[config.mk]
export PLATFORM = sky130hd
export DESIGN_NAME = viterbi_traceback_multi
export DESIGN_NICKNAME = d
export VERILOG_FILES = /design/src/rtl/viterbi_traceback_multi.sv
export SDC_FILE = /design/constraint.sdc
export NUM_CORES = 1
export LEC_CHECK = 0
export CORE_ASPECT_RATIO = 1.4
export CORE_UTILIZATION = 56
export DETAILED_ROUTE_END_ITERATION = 6
export PLACE_DENSITY = 0.77
export SYNTH_ARGS = -nofsm -noshare
export SYNTH_HDL_FRONTEND = slang
export SYNTH_SLANG_ARGS = --single-unit
[constraint.sdc]
create_clock -name clk -period 4.75 [get_ports clk]
set_input_delay 1.1875 -clock clk [delete_from_list [all_inputs] [get_ports clk]]
set_output_delay 1.1875 -clock clk [all_outputs]
set_load 0.1 [all_outputs]
[src/rtl/viterbi_traceback_multi.sv]
// Traceback and output-decision unit for a hard-decision Viterbi decoder.
// Buffers one survivor vector per trellis step and traces back from the best state at frame end.
module viterbi_traceback_multi #(
    parameter int K        = 3,
    parameter int TB_DEPTH = 8,
    parameter int LW       = $clog2(TB_DEPTH + 1)
) (
    input  logic                  clk,
    input  logic                  rst,
    input  logic                  i_dec_valid,
    input  logic [(1<<(K-1))-1:0] i_dec,
    input  logic                  i_last,
    input  logic [K-2:0]          i_best_state,
    output logic                  o_ready,
    output logic                  o_valid,
    input  logic                  i_out_ready,
    output logic [TB_DEPTH-1:0]   o_data,
    output logic [LW-1:0]         o_len,
    output logic                  o_trunc,
    output logic                  o_busy
);
    localparam int SW = K - 1;
    localparam int NS = 1 << SW;
    localparam int CW = $clog2(TB_DEPTH);

    typedef enum logic [1:0] {FILL, TRACE, HOLD} state_t;

    state_t state, state_next;

    logic [CW-1:0]       step_cnt;
    logic [CW-1:0]       t_idx;
    logic [SW-1:0]       cur_state;
    logic [LW-1:0]       len;
    logic                trunc;
    logic [TB_DEPTH-1:0] shreg;
    logic [TB_DEPTH-1:0] shreg_upd;
    logic [NS-1:0]       mem [TB_DEPTH];
    logic                accept;
    logic                at_limit;
    logic                close_frame;

    assign o_ready     = (state == FILL);
    assign o_busy      = (state != FILL);
    assign accept      = i_dec_valid && o_ready;
    assign at_limit    = (step_cnt == CW'(TB_DEPTH - 1));
    assign close_frame = accept && (i_last || at_limit);

    always_ff @(posedge clk) begin
        if (rst) state <= FILL;
        else     state <= state_next;
    end

    always_comb begin
        state_next = state;
        case (state)
            FILL:    if (close_frame) state_next = TRACE;
            TRACE:   if (t_idx == '0) state_next = HOLD;
            HOLD:    if (i_out_ready) state_next = FILL;
            default: state_next = FILL;
        endcase
    end

    // The bit decided this cycle is merged in so the last step can load o_data directly.
    always_comb begin
        shreg_upd        = shreg;
        shreg_upd[t_idx] = cur_state[SW-1];
    end

    // Survivor memory has no reset; entries are always written before they are traced.
    always_ff @(posedge clk) begin
        if (accept) mem[step_cnt] <= i_dec;
    end

    always_ff @(posedge clk) begin
        if (rst) begin
            step_cnt  <= '0;
            t_idx     <= '0;
            cur_state <= '0;
            len       <= '0;
            trunc     <= 1'b0;
            shreg     <= '0;
            o_valid   <= 1'b0;
            o_data    <= '0;
            o_len     <= '0;
            o_trunc   <= 1'b0;
        end else begin
            case (state)
                FILL: begin
                    if (accept) step_cnt <= step_cnt + 1'b1;
                    if (close_frame) begin
                        cur_state <= i_best_state;
                        len       <= LW'(step_cnt) + 1'b1;
                        t_idx     <= step_cnt;
                        trunc     <= !i_last;
                        shreg     <= '0;
                    end
                end
                TRACE: begin
                    shreg     <= shreg_upd;
                    cur_state <= {cur_state[SW-2:0], mem[t_idx][cur_state]};
                    t_idx     <= t_idx - 1'b1;
                    if (t_idx == '0) begin
                        o_data  <= shreg_upd;
                        o_len   <= len;
                        o_trunc <= trunc;
                        o_valid <= 1'b1;
                    end
                end
                HOLD: begin
                    if (i_out_ready) begin
                        o_valid  <= 1'b0;
                        step_cnt <= '0;
                    end
                end
                default: ;
            endcase
        end
    end
endmodule

## After elaboration in Yosys (flattened, before gate mapping)

Memory sizes are Yosys's and may differ from the RTL's. A register that Yosys moved wholly into a read port is not among the register bits.
Cells that the tools add are included.

- Bits in registers: 37
- RAM bits: 32
- Input bits: 11
- Output and inout port bits: 16
- Word-level logic and storage cells: 67
- Memories: 1

Memory list:

| memory | depth | bits a word | rd ports | clocked after Yosys merged registers in | write ports | RTL line | text |
|---|---|---|---|---|---|---|---|
| mem | 8 | 4 | 1 | 1 | 1 | 37 | `logic [NS-1:0] mem [TB_DEPTH];` |

- Add/sub/neg operators: 3
- Order comparisons: 3
- Equality and inequality tests: 7
- Mux-type cells: 25
- Reductions and logical operators: 17

Operator list:

| operator | number |
|---|---|
| $pmux 8 s2 | 1 |
| $mux 3 | 5 |
| $pmux 3 s2 | 2 |
| $reduce_and 3->1 | 3 |
| $bwmux 8 | 1 |
| $mux 2 | 4 |
| $mux 8 | 1 |
| $reduce_bool 2->1 | 4 |
| $mux 1 | 6 |
| $pmux 2 s3 | 1 |
| $reduce_and 2->1 | 3 |
| $add 3x1->4 const B | 1 |
| $lt 3x4->1 const B | 1 |
| $ne 2x1->1 const B | 2 |
| $ne 2x2->1 const B | 2 |
| $pmux 2 s2 | 1 |
| $add 3x1->3 const B | 1 |
| $demux 1 s3 | 1 |
| $eq 3x3->1 const B | 1 |
| $ge 3x1->1 const B | 1 |
| $logic_and 1x1->1 | 3 |
| $logic_not 3->1 | 1 |
| $lt 2x3->1 const B | 1 |
| $sub 3x1->3 const B | 1 |
| 7 further kinds | 7 |

## Logic depth before layout (Yosys ltp)

Gate-level depths: netlist of the first run.

- Depth in word-level cells: 7
- Gate-level depth with buffers: 8
- Depth with buffers taken out: 6

## Worst setup path before layout of the first run

No wires, ideal clock.

- Path type: flip-flop to output port
- Start point: reg state[1]
- End point: out o_busy
- Arrival time: 2.673 ns
- Required time: 3.563 ns
- Path slack: 0.890 ns
- Stages on the path, launching flop included: 4
- Cells stage by stage: dfxtp_1 > clkbuf_1 > nor2_1 > inv_1

- Word-level cells in the longest chain between the ends: 1

RTL lines:

| element | RTL line | text |
|---|---|---|
| from (decl) | 28 | `state_t state, state_next;` |
| from (signal assigned) | 50 | `else state <= state_next;` |
| $reduce_bool 2->1 | 43 | `assign o_busy = (state != FILL);` |
| to (decl) | 20 | `output logic o_busy` |

No other way between the ends.

## Worst setup path after layout of the first run

Ends and elaborated chain as after synthesis.

==> metrics.log, run 1 <==
INFO  metric run_status = finished clean
INFO  metric synthArstFlopShare = 0%
INFO  metric synth_warnings = 0
INFO  metric detailedPlacementHpwl = 4.01 mm
INFO  metric slew-limit-headroom = 24.2%
INFO  metric fill_cells = 400
INFO  metric place.detailed.instances = 342
INFO  metric max_cap_viol_count = 0
INFO  metric final_cell_count_no_fill = 358
INFO  metric crit_path_start_kind = flip-flop
INFO  metric multi_input_area = 1170 µm²
INFO  metric overall_fraction_of_global_route_tracks_in_use = 22.4%
INFO  metric finalHoldViolations = 0
INFO  metric viasPerCell = 5.70
INFO  metric grt_start_max_net_pins = 24
INFO  metric share_of_synthesized_area_spent_on_multiplexers = 12.8%
INFO  metric die_area = 5720 µm²
INFO  metric synth_simple_gate_area_share = 15.1%
INFO  metric first_global_vias = 1,960
INFO  metric cts.root.buffer_cell = clkbuf_8
INFO  metric period_needed = 3.26 ns
INFO  metric compound_gate_portion_of_the_synthesized_area = 9.16%
INFO  metric clock-skew-final = 0.00811 ns
INFO  metric max_slew.worst_pin.slew = 1.13 ns
INFO  metric drt_drc_violations_left = 0
INFO  metric setup-violations-final = 0
INFO  metric cts_tree = yes
INFO  metric areaGrowthSynthToFinish = 16.8%
INFO  metric power_per_cell_area = 388 nW/µm²
INFO  metric number_of_unique_standard_cell_types_used_by_synthesis = 38
INFO  metric postRouteAntennaNets = 0
INFO  metric critical_path_maximum_fanout = 8
INFO  metric netlist_area = 3030 µm²
INFO  metric clock_input_transition_at_the_sequential_cells_of_the_worst_setup_and_hold_paths = 0.08 ns
INFO  metric yosys_most_used_dff = dfxtp_1
INFO  metric drive_above_1_share = 11.3%
INFO  metric finalCritPeriodShare = 68.7%
INFO  metric cts-root-to-sink-buffers = 2
INFO  metric hp-class = reg2reg
INFO  metric detail_route.first_pass.iterations = 4
INFO  metric maxClockFrequency = 307 MHz
INFO  metric vias = 2,042
INFO  metric wire_per_inst = 15.9 µm
INFO  metric commonest_cells_post_synth = nand2_1 (41), dfxtp_1 (40), edfxtp_1 (32)
INFO  metric chipWidth = 64.2 µm
INFO  metric type_of_element_capturing_the_critical_path = output pin
INFO  metric post_cts_resized = 0
INFO  metric register_area = 1760 µm²
INFO  metric number_of_antenna_violations_at_the_first_check_in_global_routing = 0
INFO  metric fin_nets = 302
INFO  metric path_class = reg2out
INFO  metric cts_bufs_inserted = 9
INFO  metric synth_xor_xnor_area_share = 0%
INFO  metric place.gp.congestion = 0.825
INFO  metric p_leak = 0.00117 µW
INFO  metric die_height = 89.1 µm
INFO  metric synth_fp_nets = 283
INFO  metric yosysMostFrequentCell = nand2_1
INFO  metric postCtsSetupRepairBufs = 0
INFO  metric power.ir.vdd_worst = 0.000294 V
INFO  metric synth_fa_ha_area_share = 1.65%
INFO  metric final_max_slew_viol_count = 0
INFO  metric initialDrtViolationCount = 136
INFO  metric synthTopCellsByArea = edfxtp_1 (32%), dfxtp_1 (26%), nand2_1 (5.1%)
INFO  metric cp.arrival = 2.07 ns
INFO  metric insertedDiodeCount = 0
INFO  metric post-synth-top-area-cell = edfxtp_1
INFO  metric syn_inst = 268
INFO  metric synth_sequential_area_ratio = 58.1%
INFO  metric cts.hold.buffers_added = 0
INFO  metric synth.avg_cell_area = 11.3 µm²
INFO  metric clock_insertion_delay_worst_skew = 0.35 ns
INFO  metric globalRouteOverflowTotal = 0
INFO  metric fp-row-count = 31
INFO  metric grt_pass1_wl = 8.95 mm
INFO  metric ios = 27
INFO  metric synth_edf_count = 32
INFO  metric wirelength = 5.71 mm
INFO  metric critical_path_required = 3.56 ns
INFO  metric htree_levels = 3
INFO  metric synth_largest_type_area_fraction = 31.7%
INFO  metric setup-tns-final = 0 ns
INFO  metric portBuffers = 26
INFO  metric floorplan.initialDensity = 58.3%
INFO  metric numClockSinks = 72
INFO  metric ys_ff_latch = 72
INFO  metric rsz_0062_raised_after_global_routing = no
INFO  metric fp.coreArea = 5200 µm²
INFO  metric combinational_family_with_the_most_area_after_synthesis = simple AND/OR/NAND/NOR gates
[cell type report]
type,count,share of cell area (%)
sequential,72,49.7
tap,66,2.33
inverter,4,0.424
multi-input combinational,173,33.1
clock inverter,3,1.20
clock buffer,13,5.69
timing repair buffer,27,7.56
[registers in the layout (all words and copies together) (netlist names), named ones only]
name,count
o_valid,1
o_data,8
step_cnt,3
trunc,1
cur_state,2
shreg,8
state,2
o_len,4
o_trunc,1
mem,32
t_idx,3
len,4
[worst max-delay path: stages (launching register included)]
cell	delay, ns
dfxtp_1	0.47
nor2_1	0.09
inv_1	0.06
clkdlybuf4s50_1	1.12
[kinds of logic (layout without fill, tap and decap cells)]
group                      Yosys count  in the layout
muxes                               28             28
and+or+nand+nor                     97             97
DFF                                 72             72
AOI/OAI and AO/OA                   44             44
adders and majority gates            4              4
buffers and inverters               23             47
[per-stage QoR]
| step | hold WS, ns | power (µW) | util [%] | instance area, µm² | setup WS [ns] |
|---|---|---|---|---|---|
| floorplan | 0.432 | 799 | - | 3030 | 0.890 |
| global placement | 0.443 | 833 | 63.5 | 3300 | 1.50 |
| detailed placement | 0.447 | 835 | 63.5 | 3300 | 1.44 |
| CTS | 0.458 | 1390 | 68.2 | 3540 | 1.46 |
| global route | 0.473 | 1430 | 68.2 | 3540 | 1.39 |
| finish | 0.454 | 1370 | 68.2 | 3540 | 1.49 |
[per-layer routing]
metal / wire [µm] / part of all wire (%) / vias up / GRT usage (%)
li1: - / - / 1008 / -
met1: 2170 / 38 / 957 / 21.8
met2: 3030 / 53 / 61 / 40.1
met3: 258 / 4.5 / 16 / 7.27
met4: 250 / 4.4 / 0 / 15.6
met5: 0 / 0 / - / 0
[layout by cell type (no fill, tap or decap), types with 3 or more instances in the layout]
cell / n
a211oi_1: 4
a21oi_1: 25
a311oi_1: 5
clkbuf_8: 11
clkdlybuf4s50_1: 26
dfxtp_1: 40
edfxtp_1: 32
ha_1: 4
inv_1: 4
mux2_2: 10
mux2i_1: 12
mux4_1: 5
nand2_1: 41
nand2b_1: 5
nand3_1: 9
nand3b_1: 4
nor2_1: 21
nor3_1: 3
nor3b_1: 4
[power breakdown]
part | internal [µW] | switching, µW | leakage (µW)
combinational | 53.4 | 78.7 | 0.000437
sequential | 664 | 24.6 | 0.000614
clock | 334 | 219 | 0.000122
[final timing paths]
path | startpoint | endpoint | slack, ns | cells past startpoint
hold / removal | len[3] | len[3] | 0.45 | 2
setup reg to reg | step_cnt[1] | flip-flop | 2.48 | 5
hold reg to reg | len[3] | len[3] | 0.45 | 2
setup / recovery | state[1] | o_busy | 1.49 | 3
No activity file was read; power rests on OpenSTA's default activity.
==> inputs of run 2 (changes only) <==
--- a/config.mk
+++ b/config.mk
@@ -6,9 +6,9 @@
 export NUM_CORES = 1
 export LEC_CHECK = 0
 export CORE_ASPECT_RATIO = 1.4
-export CORE_UTILIZATION = 56
+export CORE_UTILIZATION = 51
 export DETAILED_ROUTE_END_ITERATION = 6
-export PLACE_DENSITY = 0.77
+export PLACE_DENSITY = 0.74
 export SYNTH_ARGS = -nofsm -noshare
 export SYNTH_HDL_FRONTEND = slang
 export SYNTH_SLANG_ARGS = --single-unit
==> constraint.sdc (replaced) <==
create_clock -name clk -period 2.9 [get_ports clk]
set_input_delay 0.725 -clock clk [delete_from_list [all_inputs] [get_ports clk]]
set_output_delay 0.725 -clock clk [all_outputs]
set_load 0.1 [all_outputs]
==> run 2 against run 1 <==
  * Final cell count rose by 2.2%
  * Power rose by 52%
  * Utilization fell by 5.9 points
==> metrics.log, run 2 (synthesized netlist as in run 1, its figures left out) <==
INFO  metric overall_fraction_of_global_route_tracks_in_use = 20.3% (-2.0 points)
INFO  metric post_cts_resized = 0 (unchanged)
INFO  metric vias = 2,025 (-0.83%)
INFO  metric power_switching_share = 24.6% (+1.2 points)
INFO  metric critical_path_maximum_fanout = 5 (-3)
INFO  metric cts-root-to-sink-buffers = 2 (unchanged)
INFO  metric crit_path_top_delay_cell = clkdlybuf4s50_1
INFO  metric drive_above_1_share = 17.4% (+6.1 points)
INFO  metric postCtsSetupRepairBufs = 0 (unchanged)
INFO  metric fp.coreArea = 5610 µm² (+7.8%)
INFO  metric most_frequent_standard_cell_in_the_layout_excluding_fill_and_tap_cells = nand2_1
INFO  metric crit_path_start_kind = input pin
INFO  metric clock-skew-final = 0.00751 ns (-0.000600 ns)
INFO  metric fp-row-count = 32 (+3.2%)
INFO  metric cts.hold.buffers_added = 0 (unchanged)
INFO  metric commonest_cells_after_routing_fill_and_taps_aside = nand2_1 (41), dfxtp_1 (40), edfxtp_1 (32)
INFO  metric areaGrowthSynthToFinish = 15.0%
INFO  metric cellInternalPower = 1570 µW (+49%)
INFO  metric max_slew.worst_pin.slew = 1.08 ns (-0.0501 ns)
INFO  metric cts_bufs_inserted = 9 (unchanged)
INFO  metric clock_input_transition_at_the_sequential_cells_of_the_worst_setup_and_hold_paths = 0.07 ns (about the same)
INFO  metric cts.root.buffer_cell = clkbuf_8
INFO  metric initialDrtViolationCount = 120 (-12%)
INFO  metric detailedPlacementHpwl = 3.98 mm (-0.74%)
INFO  metric critical_path_required = 2.87 ns (-0.69 ns)
INFO  metric reg2reg_slack = 0.79 ns (-1.69 ns)
INFO  metric final_total_pwr = 2080 µW (+52%)
INFO  metric power.ir.vdd_worst = 0.000549 V (+87%)
INFO  metric run_status = finished clean
INFO  metric hold_path_end = o_len[3]
INFO  metric r2r_cells = 4 (-1)
INFO  metric globalRouteOverflowTotal = 0 (unchanged)
INFO  metric grt_pass1_wl = 9.22 mm (+3.0%)
INFO  metric cts_tree = yes
INFO  metric part_of_the_total_power_dissipated_in_the_clock_network = 35.1% (-5.2 points)
INFO  metric period_needed = 2.16 ns
INFO  metric die_area = 6260 µm² (+9.5%)
INFO  metric hold_depth = 2 (unchanged)
INFO  metric maxClockFrequency = 463 MHz
INFO  metric finalHoldViolations = 0 (unchanged)
INFO  metric finalCritPeriodShare = 74.4%
INFO  metric path_class = in2reg
INFO  metric fin_nets = 308 (+2.0%)
INFO  metric critical_path.n_buffers_inverters = 1 (-1)
INFO  metric numClockSinks = 72 (unchanged)
INFO  metric largest_delay_share_family_worst_path = simple AND/OR/NAND/NOR gates
INFO  metric slew-limit-headroom = 27.8% (+3.6 points)
INFO  metric clock_insertion_delay_worst_skew = 0.34 ns (about the same)
INFO  metric postRouteAntennaNets = 0 (unchanged)
INFO  metric die_height = 93.2 µm (+4.7%)
INFO  metric detail_route.first_pass.iterations = 4 (unchanged)
INFO  metric setup-tns-final = 0 ns (unchanged)
INFO  metric floorplan.initialDensity = 54.1% (-4.2 points)
INFO  metric final_max_slew_viol_count = 0 (unchanged)
INFO  metric crit_path_largest_cell_delay = 0.47 ns (-0.65 ns)
INFO  metric worst_r2r_endpoint = cur_state[0]
INFO  metric wire_per_inst = 15.5 µm (-3.0%)
INFO  metric power_switching = 513 µW (+59%)
INFO  metric insertedDiodeCount = 0 (unchanged)
INFO  metric drt_drc_violations_left = 0 (unchanged)
INFO  metric type_of_element_capturing_the_critical_path = flip-flop
INFO  metric largest_register_by_flop_count = mem
INFO  metric p_seq_share = 54.2% (+4.1 points)
INFO  metric max_cap_viol_count = 0 (unchanged)
INFO  metric setup-violations-final = 0 (unchanged)
INFO  metric largest_register_ff_count = 32 (unchanged)
INFO  metric hp-class = reg2reg
INFO  metric power.share.combinational = 10.7% (+1.1 points)
INFO  metric chipWidth = 67.2 µm (+4.6%)
INFO  metric p_leak = 0.00120 µW (+2.6%)
INFO  metric fill_cells = 463 (+16%)
INFO  metric portBuffers = 26 (unchanged)
INFO  metric largest_registers = mem x32, o_data x8, shreg x8
INFO  metric wirelength = 5.66 mm (-0.82%)
INFO  metric power_per_cell_area = 597 nW/µm² (+54%)
INFO  metric ios = 27 (unchanged)
INFO  metric number_of_antenna_violations_at_the_first_check_in_global_routing = 0 (unchanged)
INFO  metric viasPerCell = 5.53 (-3.0%)
INFO  metric htree_levels = 3 (unchanged)
INFO  metric place.gp.congestion = 0.751 (-9.0%)
INFO  metric grt_start_max_net_pins = 20 (-17%)
INFO  metric first_global_vias = 1,996 (+1.8%)
INFO  metric cp.arrival = 2.13 ns (+0.06 ns)
INFO  metric crit_chain = clkdlybuf4s50_1 -> nor3b_2 -> nand2b_1 -> nor3_1
INFO  metric rsz_0062_raised_after_global_routing = no
INFO  metric min-delay-start = len[3]
## run 2: changes by cell type in the layout (fill, tap and decap cells not counted), sizes merged
cell | previous run | this run
clkinv | 1 | 4
clkdlybuf4s50 | 26 | 10
clkbuf | 13 | 11
clkinvlp | 1 | 0
buf | 1 | 23
## run 2: worst max-delay path by stage
| stage | startpoint | endpoint | slack (ns) | depth (start not counted) |
|---|---|---|---|---|
| after floorplan | state[1] | o_busy | 0.18 | 3 |
| after global routing | i_dec_valid | mem[0][1] | 0.58 | 4 |
| final | i_dec_valid | mem[0][0] | 0.74 | 4 |
| after global placement | i_dec_valid | mem[0][3] | 0.40 | 4 |
| after CTS | i_dec_valid | mem[0][0] | 0.72 | 4 |
| after detailed placement | i_dec_valid | mem[0][1] | 0.37 | 4 |
## run 2: worst min-delay path, delay by kind of cell, from the launching register on
family | cells | cell delay [ns]
simple gates | 1 | 0.05
compound gates | 1 | 0.05
flops | 1 | 0.31
## run 2: final cells by class
cell class                 count  area (µm²)  share of cell area (%)
multi-input combinational    173        1170                    33.7
timing repair buffer          33         273                    7.82
inverter                       4        15.0                   0.431
tap                           68        85.1                    2.44
clock buffer                  11         131                    3.77
clock inverter                 5        47.5                    1.36
sequential                    72        1760                    50.5
## run 2: power by group through the flow
stage	Combinational [µW]	Sequential (µW)	Clock (µW)
final	224	1130	730
after global routing	243	1130	781
after CTS	227	1130	746
after detailed placement	226	1150	0
after global placement	223	1150	0
after floorplan	167	1140	0
## run 2: routing by layer
layer  vias to the layer above  global-route usage [%]  share of wire [%]
li1                       1021                       -                  -
met1                       965                    22.8                 42
met2                        26                    35.7                 53
met3                        13                    3.66                2.5
met4                         0                    10.3                2.4
met5                         -                       0                  0
## run 2: per-stage QoR
stage	utilization [%]	hold WS, ns	instance area, µm²	setup slack, ns	cells
floorplan	-	0.432	3030	0.176	268
detailed placement	59.0	0.449	3310	0.366	350
finish	62.2	0.451	3490	0.741	366
global placement	59.0	0.444	3310	0.402	350
global route	62.2	0.477	3490	0.580	366
CTS	62.2	0.453	3490	0.720	366
==> inputs of run 3 (changes only) <==
--- a/config.mk
+++ b/config.mk
@@ -6,9 +6,9 @@
 export NUM_CORES = 1
 export LEC_CHECK = 0
 export CORE_ASPECT_RATIO = 1.4
-export CORE_UTILIZATION = 51
+export CORE_UTILIZATION = 56
 export DETAILED_ROUTE_END_ITERATION = 6
-export PLACE_DENSITY = 0.74
+export PLACE_DENSITY = 0.77
 export SYNTH_ARGS = -nofsm -noshare
 export SYNTH_HDL_FRONTEND = slang
 export SYNTH_SLANG_ARGS = --single-unit
==> constraint.sdc (replaced) <==
create_clock -name clk -period 2 [get_ports clk]
set_input_delay 0.5 -clock clk [delete_from_list [all_inputs] [get_ports clk]]
set_output_delay 0.5 -clock clk [all_outputs]
set_load 0.1 [all_outputs]
==> run 3 against run 2 <==
  * Register-to-register slack got worse by 0.69 ns
  * Sequential power increased by 43%
  * Critical path depth is the same
  * Count of clock-buffer cells in the layout is 3 higher
  * Clock power up 68%
  * Flip-flop and latch count unchanged
  * Clock skew down 0.0022 ns
  * Global-route usage increased by 4.2 points
  * Largest power group unchanged
==> metrics.log, run 3 (synthesized netlist as in run 1, its figures left out) <==
INFO  metric worst_r2r_endpoint = cur_state[0]
INFO  metric commonest_cells_after_routing_fill_and_taps_aside = nand2_1 (41), dfxtp_1 (39), buf_4 (36)
INFO  metric period_needed = 1.90 ns
INFO  metric detailedPlacementHpwl = 4.54 mm (+14%)
INFO  metric path_class = reg2reg
INFO  metric die_height = 89.1 µm (-4.5%)
INFO  metric cp.arrival = 2.14 ns (about the same)
INFO  metric final_total_pwr = 3260 µW (+56%)
INFO  metric postRouteAntennaNets = 0 (unchanged)
INFO  metric wirelength = 6.28 mm (+11%)
INFO  metric max_cap_viol_count = 0 (unchanged)
INFO  metric drive_above_1_share = 24.5% (+7.1 points)
INFO  metric power_per_cell_area = 861 nW/µm² (+44%)
INFO  metric grt_start_max_net_pins = 21 (+5.0%)
INFO  metric clock_input_transition_at_the_sequential_cells_of_the_worst_setup_and_hold_paths = 0.07 ns (about the same)
INFO  metric crit_path_start_kind = flip-flop
INFO  metric areaGrowthSynthToFinish = 24.8%
INFO  metric ios = 27 (unchanged)
INFO  metric power.share.combinational = 12.6% (+1.9 points)
INFO  metric most_frequent_standard_cell_in_the_layout_excluding_fill_and_tap_cells = nand2_1
INFO  metric final_max_slew_viol_count = 0 (unchanged)
INFO  metric largest_register_ff_count = 32 (unchanged)
INFO  metric cts_bufs_inserted = 9 (unchanged)
INFO  metric globalRouteOverflowTotal = 0 (unchanged)
INFO  metric first_global_vias = 2,205 (+10%)
INFO  metric fp-row-count = 31 (-3.1%)
INFO  metric slew-limit-headroom = 51.2% (+23 points)
INFO  metric htree_levels = 3 (unchanged)
INFO  metric hold_path_end = o_data[3]
INFO  metric fin_nets = 328 (+6.5%)
INFO  metric portBuffers = 26 (unchanged)
INFO  metric die_area = 5720 µm² (-8.7%)
INFO  metric part_of_the_total_power_dissipated_in_the_clock_network = 37.8% (+2.7 points)
INFO  metric hold_depth = 2 (unchanged)
INFO  metric grt_pass1_wl = 10.0 mm (+8.8%)
INFO  metric power_switching_share = 24.4% (-0.27 points)
INFO  metric hold_slack = 0.456 ns (+0.00513 ns)
INFO  metric floorplan.initialDensity = 58.3% (+4.2 points)
INFO  metric largest_register_by_flop_count = mem
INFO  metric cellInternalPower = 2470 µW (+57%)
INFO  metric p_seq_share = 49.6% (-4.6 points)
INFO  metric place.gp.congestion = 0.837 (+11%)
INFO  metric p_leak = 0.00136 µW (+13%)
INFO  metric final_cell_count_no_fill = 384 (+4.9%)
INFO  metric reg2reg_slack = 0.1 ns (-0.69 ns)
INFO  metric max_slew.worst_pin.slew = 0.731 ns (-0.348 ns)
INFO  metric min-delay-start = o_data[3]
INFO  metric chipWidth = 64.2 µm (-4.4%)
INFO  metric cts.root.buffer_cell = clkbuf_8
INFO  metric type_of_element_capturing_the_critical_path = flip-flop
INFO  metric finalCritPeriodShare = 95.1%
INFO  metric drt_drc_violations_left = 0 (unchanged)
INFO  metric power_switching = 794 µW (+55%)
INFO  metric cts_tree = yes
INFO  metric clock-skew-final = 0.00536 ns (-0.00216 ns)
INFO  metric fp.coreArea = 5200 µm² (-7.3%)
INFO  metric maxClockFrequency = 526 MHz
INFO  metric numClockSinks = 72 (unchanged)
INFO  metric wire_per_inst = 16.4 µm (+5.8%)
INFO  metric hp-class = reg2reg
INFO  metric critical_path_maximum_fanout = 6 (+1)
INFO  metric overall_fraction_of_global_route_tracks_in_use = 24.6% (+4.2 points)
INFO  metric initialDrtViolationCount = 155 (+29%)
INFO  metric cts.hold.buffers_added = 0 (unchanged)
INFO  metric run_status = finished clean
INFO  metric rsz_0062_raised_after_global_routing = no
INFO  metric insertedDiodeCount = 0 (unchanged)
INFO  metric setup-violations-final = 0 (unchanged)
INFO  metric place.detailed.instances = 368 (+5.1%)
INFO  metric power.ir.vdd_worst = 0.000630 V (+15%)
INFO  metric viasPerCell = 5.65 (+2.0%)
INFO  metric detail_route.first_pass.iterations = 4 (unchanged)
INFO  metric number_of_antenna_violations_at_the_first_check_in_global_routing = 0 (unchanged)
INFO  metric r2r_cells = 4 (unchanged)
INFO  metric clock_insertion_delay_worst_skew = 0.34 ns (about the same)
INFO  metric largest_registers = mem x32, o_data x8, shreg x8
INFO  metric critical_path_required = 2.24 ns (-0.63 ns)
INFO  metric finalHoldViolations = 0 (unchanged)
INFO  metric cts-root-to-sink-buffers = 2 (unchanged)
INFO  metric vias = 2,168 (+7.1%)
[run 3: cell types whose count changed in the layout (fill, tap and decap cells not counted), sizes merged]
cell / delta
clkbuf: +3
clkinv: -3
buf: +20
bufinv: -1
inv: +1
[run 3: repair_timing]
| item | CTS | global route |
|---|---|---|
| gates resized for setup | 1 | 2 |
| setup endpoints to repair | 1 | 13 |
| hold endpoints to repair | 0 | 0 |
| buffers inserted | 0 | 0 |
[run 3: critical path, cell delays in order (launching register included)]
cell and delay, ns:
dfxtp_4 0.39, mux4_1 0.56, mux2_2 0.27, or3_1 0.31
a32o_1 0.26
[run 3: final cells by class]
type	count	area, µm²
clock inverters	2	13.8
fillers	419	1410
well taps	66	82.6
clock buffers	14	215
repair buffers	53	510
flip-flops and latches	72	1770
inverters	4	15.0
multi-input cells	173	1180
[run 3: how the worst max path moves through the flow]
stage	slack, ns	cells past startpoint	endpoint	from
detailed placement	-0.13	6	mem[0][0]	i_dec_valid
CTS	0.02	6	o_data[7]	t_idx[0]
global placement	-0.12	6	t_idx[0]	i_dec_valid
global route	0.03	5	cur_state[0]	flip-flop
floorplan	-0.06	3	o_busy	state[1]
finish	0.1	4	cur_state[0]	flip-flop
[run 3: per-layer routing]
| metal | vias to the layer above | wire (µm) | share of wire, % | global-route usage [%] |
|---|---|---|---|---|
| li1 | 1059 | - | - | - |
| met1 | 1039 | 2230 | 36 | 24.6 |
| met2 | 58 | 3570 | 57 | 46.7 |
| met3 | 12 | 305 | 4.9 | 5.48 |
| met4 | 0 | 175 | 2.8 | 13.9 |
| met5 | - | 0 | 0 | 0 |
[run 3: per-stage QoR]
step	area (µm²)	setup slack, ns	util [%]	setup TNS [ns]
detailed placement	3550	-0.135	68.3	-4.05
finish	3780	0.0988	72.8	0
CTS	3780	0.0235	72.7	0
floorplan	3040	-0.0581	-	-0.0581
global route	3780	0.0267	72.8	0
global placement	3550	-0.117	68.3	-2.74
[run 3: power by group through the flow]
stage | registers, µW | logic (µW) | clock network, µW
2_1_floorplan | 1660 | 243 | 0
4_1_cts | 1620 | 412 | 1260
5_1_grt | 1620 | 440 | 1310
3_3_place_gp | 1650 | 400 | 0
6_report | 1620 | 412 | 1230
3_5_place_dp | 1650 | 409 | 0
